[config.mk]
export PLATFORM = sky130hd
export DESIGN_NAME = flag_bank_sched
export DESIGN_NICKNAME = d
export VERILOG_FILES = /design/src/rtl/flag_bank_pkg.sv /design/src/rtl/flag_bank_sched_rr_arbiter.sv /design/src/rtl/flag_bank_sched.sv
export SDC_FILE = /design/constraint.sdc
export NUM_CORES = 1
export LEC_CHECK = 0
export ABC_CLOCK_PERIOD_IN_PS = 5800
export BUFFER_PORTS_ARGS = -buffer_cell sky130_fd_sc_hd__buf_2
export CELL_PAD_IN_SITES_DETAIL_PLACEMENT = 0
export CELL_PAD_IN_SITES_GLOBAL_PLACEMENT = 1
export CORE_ASPECT_RATIO = 1.4
export CORE_UTILIZATION = 30
export CTS_CLUSTER_DIAMETER = 30
export DETAILED_ROUTE_END_ITERATION = 8
export PLACE_DENSITY = 0.74
export SKIP_LAST_GASP = 1
export SLEW_MARGIN = 5
export SYNTH_ARGS = -nofsm -noshare
export SYNTH_HDL_FRONTEND = slang
export SYNTH_HIERARCHICAL = 1
export SYNTH_SLANG_ARGS = --single-unit
export TNS_END_PERCENT = 50
[constraint.sdc]
create_clock -name clk -period 5.8 [get_ports clk]
set_input_delay 0.87 -clock clk [delete_from_list [all_inputs] [get_ports clk]]
set_output_delay 0.87 -clock clk [all_outputs]
set_load 0.01 [all_outputs]
[src/rtl/flag_bank_pkg.sv]
// Shared op encodings and helpers for the flag bank scheduler.
package flag_bank_pkg;

  localparam int OP_W = 2;

  localparam logic [OP_W-1:0] OP_LOAD = 2'b00;
  localparam logic [OP_W-1:0] OP_CLR  = 2'b01;
  localparam logic [OP_W-1:0] OP_PRE  = 2'b10;
  localparam logic [OP_W-1:0] OP_TGL  = 2'b11;

  // Next round-robin position after v in a ring of n slots.
  function automatic int wrap_inc(input int v, input int n);
    return (v + 1) % n;
  endfunction

endpackage

[src/rtl/flag_bank_sched_rr_arbiter.sv]
// Round-robin arbiter: combinational winner search from the pointer, registered pointer.
module rr_arbiter
  import flag_bank_pkg::*;
#(
  parameter  int N = 4,
  localparam int W = (N > 1) ? $clog2(N) : 1
) (
  input  logic         clk,
  input  logic         rst,
  input  logic         en,
  input  logic [N-1:0] elig,
  output logic         win_vld,
  output logic [N-1:0] win_onehot,
  output logic [W-1:0] win_idx
);

  logic [W-1:0] ptr;

  // NOTE: every signal driven here gets a default first, so no path leaves it
  // unassigned and no latch is inferred.
  always_comb begin
    int cand;
    cand       = 0;
    win_vld    = 1'b0;
    win_onehot = '0;
    win_idx    = '0;
    if (en) begin
      for (int k = 0; k < N; k++) begin
        cand = (int'(ptr) + k) % N;
        if (!win_vld && elig[cand]) begin
          win_vld          = 1'b1;
          win_onehot[cand] = 1'b1;
          win_idx          = W'(cand);
        end
      end
    end
  end

  // NOTE: state registers use non-blocking assignments so every flop samples
  // pre-edge values regardless of process ordering.
  always_ff @(posedge clk) begin
    if (rst) begin
      ptr <= '0;
    end else if (win_vld) begin
      ptr <= W'(wrap_inc(int'(win_idx), N));
    end
  end

endmodule

[src/rtl/flag_bank_sched.sv]
// Flag bank with set/clear/preset/toggle ops, shared among requesters by a round-robin arbiter.
module flag_bank_sched
  import flag_bank_pkg::*;
#(
  parameter int NREQ  = 4,
  parameter int NFLAG = 8,
  parameter int IDXW  = 3
) (
  input  logic                   clk,
  input  logic                   rst,
  input  logic                   hold,
  input  logic [NREQ-1:0]        req,
  input  logic [OP_W*NREQ-1:0]   op,
  input  logic [IDXW*NREQ-1:0]   idx,
  input  logic [NREQ-1:0]        d,
  output logic [NREQ-1:0]        gnt,
  output logic                   upd_vld,
  output logic [IDXW-1:0]        upd_idx,
  output logic [NFLAG-1:0]       q,
  output logic [NFLAG-1:0]       p
);

  localparam int RW = (NREQ > 1) ? $clog2(NREQ) : 1;
  localparam int FW = (NFLAG > 1) ? $clog2(NFLAG) : 1;

  logic [NREQ-1:0] elig;
  logic            win_vld;
  logic [NREQ-1:0] win_onehot;
  logic [RW-1:0]   win_idx;

  logic [OP_W-1:0] sel_op;
  logic [IDXW-1:0] sel_idx;
  logic            sel_d;
  logic            sel_in_range;
  logic [FW-1:0]   flag_idx;

  // A requester holding its grant this cycle is not re-arbitrated at this edge.
  assign elig = req & ~gnt;

  rr_arbiter #(.N(NREQ)) u_arb (
    .clk        (clk),
    .rst        (rst),
    .en         (~hold),
    .elig       (elig),
    .win_vld    (win_vld),
    .win_onehot (win_onehot),
    .win_idx    (win_idx)
  );

  always_comb begin
    sel_op       = op[OP_W*int'(win_idx) +: OP_W];
    sel_idx      = idx[IDXW*int'(win_idx) +: IDXW];
    sel_d        = d[win_idx];
    sel_in_range = int'(sel_idx) < NFLAG;
    flag_idx     = FW'(sel_idx);
  end

  always_ff @(posedge clk) begin
    if (rst) begin
      gnt     <= '0;
      upd_vld <= 1'b0;
      upd_idx <= '0;
      q       <= '0;
      p       <= '1;
    end else begin
      gnt     <= win_onehot;
      upd_vld <= win_vld;
      p       <= ~q;
      if (win_vld) begin
        upd_idx <= sel_idx;
        // Out-of-range indices are granted and reported but leave the bank alone.
        if (sel_in_range) begin
          case (sel_op)
            OP_LOAD: q[flag_idx] <= sel_d;
            OP_CLR:  q[flag_idx] <= 1'b0;
            OP_PRE:  q[flag_idx] <= 1'b1;
            default: q[flag_idx] <= ~q[flag_idx];
          endcase
        end
      end
    end
  end

endmodule
# Yosys cells after proc, flatten, opt, wreduce, memory -nomap -nowiden
# Index checks and enable logic that the tools add are counted.
[op_classes] n_bitwise=13 shifts=2 reduce_logical=16 mux=48 addsub=4 n_eq_ne=2 mul=1 order_cmp=11
[ops] operator="4-bit 2-to-1 mux" count=7
[ops] operator="8-bit one-hot mux with 3 select lines" count=1
[ops] operator="1-bit 2-to-1 mux" count=22
[ops] operator="8-bit bitwise mux" count=2
[ops] operator="3-bit by 4-bit less-than comparator with 1-bit output, second input constant" count=4
[ops] operator="8-bit NOT" count=2
[ops] operator="3-bit by 1-bit greater-or-equal comparator with 1-bit output, second input constant" count=4
[ops] operator="4-bit OR" count=3
[ops] operator="12-bit by 5-bit variable part select with 3-bit output" count=1
[ops] operator="1-bit binary-select mux with 2-bit select" count=5
[ops] operator="2-bit 2-to-1 mux" count=5
[ops] operator="8-bit AND" count=1
[ops] operator="1-bit demux with 2-bit select" count=4
[ops] operator="1-bit logical AND" count=8
[ops] operator="8-bit OR" count=1
[ops] operator="2-bit OR reduction" count=4
[ops] operator="8-bit by 4-bit variable part select with 2-bit output" count=1
[ops] operator="2-bit by 3-bit less-than comparator with 1-bit output, second input constant" count=2
[ops] operator="2-bit by 1-bit adder with 2-bit output, second input constant" count=2
[ops] operator="2-bit adder, second input constant" count=2
[ops] operator="4-bit AND" count=1
[ops] operator="2-bit by 2-bit multiplier with 4-bit output, first input constant" count=1
[ops] operator="4-bit NOT" count=1
[ops] operator="1-bit AND, first input constant" count=3
[ops] operator="other kinds (8)" count=10
[totals] wordCells=103 reg_bits=26 inputBits=31 output_inout_bits=24

# Longest topological paths before layout
[depth] ltp_word=27 ltp_mapped=15 mapped_depth_nobuf=12

# Hierarchy
# The synthesis kept the hierarchy.
[by_module_without_submodules] module="flag_bank_sched" area_per_inst_um2=1053.5 cells_each=94 n_inst=1 seq_area_each_um2=480.5
[by_module_without_submodules] module="rr_arbiter" area_per_inst_um2=613.1 cells_each=72 n_inst=1 seq_area_each_um2=40.0

# Worst setup path after synthesis
# OpenSTA, ideal clock, no wires.
[synth_path] kind="input to register" startpoint="input port req[0]" endpoint="register with a tool-made name" setup_slack_ns=2.012 arrival_ns=3.716 path_buffers=3 t_required_ns=5.728 cell_stages=14 setup_ns=0.072 path_cell_list="nor2b_1 buf_2 mux4_2 nor2b_2 o21ai_1 o31ai_2 and2_4 buf_6 mux4_2 buf_6 mux2i_1 o22ai_1 o32a_4 mux2i_1"
[synth_rtl] element="start: declaration" line="flag_bank_sched.sv:12" rtl="input logic [NREQ-1:0] req,"

==> impl_metrics.yaml <==
worst_hold_path:
  hold_path.class: "reg2reg"
critical_path:
  crit_required_ps: 6000
  crit_type: "reg2reg"
  worstSetupStartpointType: "flop"
  r2r_start: "u_arb/ptr[0]"
  path_max_fanout: 17
  crit_arrival_ps: 4380
  end_kind: "flop"
  critPathLaunch: "u_arb/ptr[0]"
routing:
  routed_wl_um: 3533
  wl_per_cell_um: 12.48
  drcViolationCount: 0
  routed-via-count: 1387
  viasPerCell: 4.901
  ant_nets: 0
  drt-initial-drc-count: 137
  firstDrtPassIters: 4
clocking:
  clockRootBuffer: "clkbuf_8"
  clk_pin_slew_ps: 80
  numCtsBuffers: 3
  cts.sinks: 26
  htreeDepth: 1
  cts_hold_buf: 0
  cts_resized: 0
  clk_path_buf_depth: 2
  clkLatencyLatePin_ps: 260
  cts_tree: "yes"
  postCtsSetupBuffers: 0
power:
  p_comb_frac: 0.434
  p_int_mw: 0.3558
  pwr_density_cell_nw_per_um2: 272.7
  swShare: 0.3532
  ir_worst_vdd_v: 0.0001399
  power.leakage_nw: 0.9029
  p_switching_mw: 0.1943
  power_frac_seq: 0.390
  clkPwrFrac: 0.177
placed_design:
  hpwl_um: 2790
  gp_congestion: 0.8835
  io_buffers: 54
  place_ws_ps: 1546
floorplanning:
  start_util: 0.3159
  io_pins: 55
  die_w_um: 64.99
  core-area_um2: 5275
  dieArea_um2: 5861
  core.rowCount: 31
  die_h_um: 90.19
final_layout:
  layout-drive-gt1-share: 0.3456
  seqCellArea_um2: 520.5
  area_delta_synth_final_pct: 21.02
  multi_input_area_um2: 1084
  antenna_cells: 0
  fin_nets: 258
  fill_cells: 543
timing:
  setup_ws_ps: 1617
  slew-limit-headroom: 0.3500
  fin_setup_tns_ps: 0
  max_freq_mhz: 239.1
  slew_viol_final: 0
  post-route-period-util: 0.7212
  skew_ps: 2.446
  finalCriticalPeriod_ps: 4183
  hold_viol: 0
  finalSetupViolCount: 0
  rsz0062_at_grt: "no"
  tightest_slew_ps: 966.4
synth:
  synth_cell_types: 42
  syn_area_per_cell_um2: 10.04
  synth-edff-count: 0
  synthFlopType: "dfxtp_1"
  syn_inst: 166
  synth_area_um2: 1667
  syn-num-nets: 205
  ys_seq_area_frac: 0.3123
  async_flop_share: 0
  ys_seq_elements: 26
  yosysWarnings: 6
grt:
  grt_max_degree: 21
  antenna_found_initial: 0
  overflow: 0
  grt_pass1_vias: 1292
  grt_pass1_wl_um: 5996
  grt_usage: 0.1269
run_status:
  status: "complete, no violations"
job:
  maxCapViolations: 0
==> cells by family (layout without fill, tap and decap cells) <==
group / after synthesis / count (layout) / synth area share
flip-flops: 26 / 26 / 0.3123
AO/OA/AOI/OAI: 28 / 28 / 0.1486
buffers and inverters: 11 / 62 / 0.03754
AND/OR/NAND/NOR: 68 / 68 / 0.2290
adder cells (fa/ha/maj): 8 / 8 / 0.06006
multiplexers: 25 / 25 / 0.2125
==> layout by cell type, fill, tap and decap left out <==
master,Yosys,layout
buf_2,2,54
dfxtp_1,26,26
nor2_1,17,17
mux2i_1,16,16
nor2b_1,14,14
nand2b_1,11,11
nand2_1,10,10
ha_1,8,8
inv_1,5,5
o21bai_1,5,5
mux4_2,4,4
a21oi_1,4,4
a22oi_1,4,4
a221oi_1,4,4
mux4_1,3,3
nand3b_1,3,3
clkbuf_8,0,3
nor3_1,2,2
and2_1,2,2
a211oi_2,2,2
o22ai_1,1,1
o21ai_0,1,1
o32a_4,1,1
a21boi_0,1,1
mux2i_2,1,1
nor2b_2,1,1
o21ai_1,1,1
o31ai_2,1,1
and2_4,1,1
and4_1,1,1
or2_2,1,1
nor4_1,1,1
or3b_1,1,1
a2111oi_2,1,1
or3_4,1,1
mux2_2,1,1
o2bb2ai_1,1,1
o22a_4,1,1
and2_2,1,1
nor3b_2,1,1
==> cells in the mapped netlist (2+ instances only) <==
cell      number  share of area
dfxtp_1       26           0.31
nor2_1        17          0.038
mux2i_1       16          0.096
nor2b_1       14          0.053
nand2b_1      11          0.041
nand2_1       10          0.023
ha_1           8          0.060
inv_1          5          0.011
o21bai_1       5          0.023
a21oi_1        4          0.012
a221oi_1       4          0.021
a22oi_1        4          0.018
mux4_2         4          0.054
mux4_1         3          0.047
nand3b_1       3          0.014
a211oi_2       2          0.015
and2_1         2         0.0075
buf_2          2         0.0060
buf_6          2          0.014
nor3_1         2         0.0060
==> routing by layer <==
metal | track usage | vias up | wire length (um)
li1 | - | 702 | -
met1 | 0.1699 | 631 | 1659
met2 | 0.2066 | 52 | 1680
met3 | 0.01777 | 2 | 162
met4 | 0.03889 | 0 | 31
met5 | 0 | - | 0
==> area by class of cell <==
cell class              instances  area share
clock buffers                   3     0.02047
inverters                       5    0.009305
multi-input cells             129      0.5372
flip-flops and latches         26      0.2581
well taps                      66     0.04094
repair buffers                 54      0.1340
==> metrics by stage <==
stage	std cells	cell area [um^2]	total power [mW]	utilization	hold WS [ps]
2_1_floorplan	166	1667	0.4050	-	446.2
3_3_place_gp	280	1976	0.4579	0.3745	429.9
3_5_place_dp	280	1976	0.4576	0.3745	429.4
4_1_cts	283	2017	0.5548	0.3824	446.8
5_1_grt	283	2017	0.5904	0.3824	475.0
6_report	283	2017	0.5501	0.3824	442.4
==> critical path, stage by stage (launching register included) <==
cell	delay [ps]
dfxtp_1	740
inv_1	250
ha_1	460
or3b_1	420
a2111oi_2	360
or3_4	220
o22a_4	170
and2_2	210
mux4_2	440
mux2i_1	190
o22ai_1	110
o32a_4	410
mux2i_1	130
==> worst paths after layout <==
kind,endpoint,slack [ps],cells after the start
max,flop,1620,12
min reg2reg,p[6],440,1
min,p[6],440,1
max reg2reg,flop,1620,12
==> power by group through the flow <==
| stage | sequential (mW) | clock, mW | combinational, mW |
|---|---|---|---|
| after global placement | 0.220 | 0 | 0.238 |
| after global routing | 0.218 | 0.109 | 0.264 |
| after detailed placement | 0.219 | 0 | 0.238 |
| final | 0.214 | 0.0971 | 0.239 |
| after floorplan | 0.218 | 0 | 0.187 |
| after CTS | 0.215 | 0.101 | 0.239 |
Note: power is estimated with default switching activity, not from simulation.
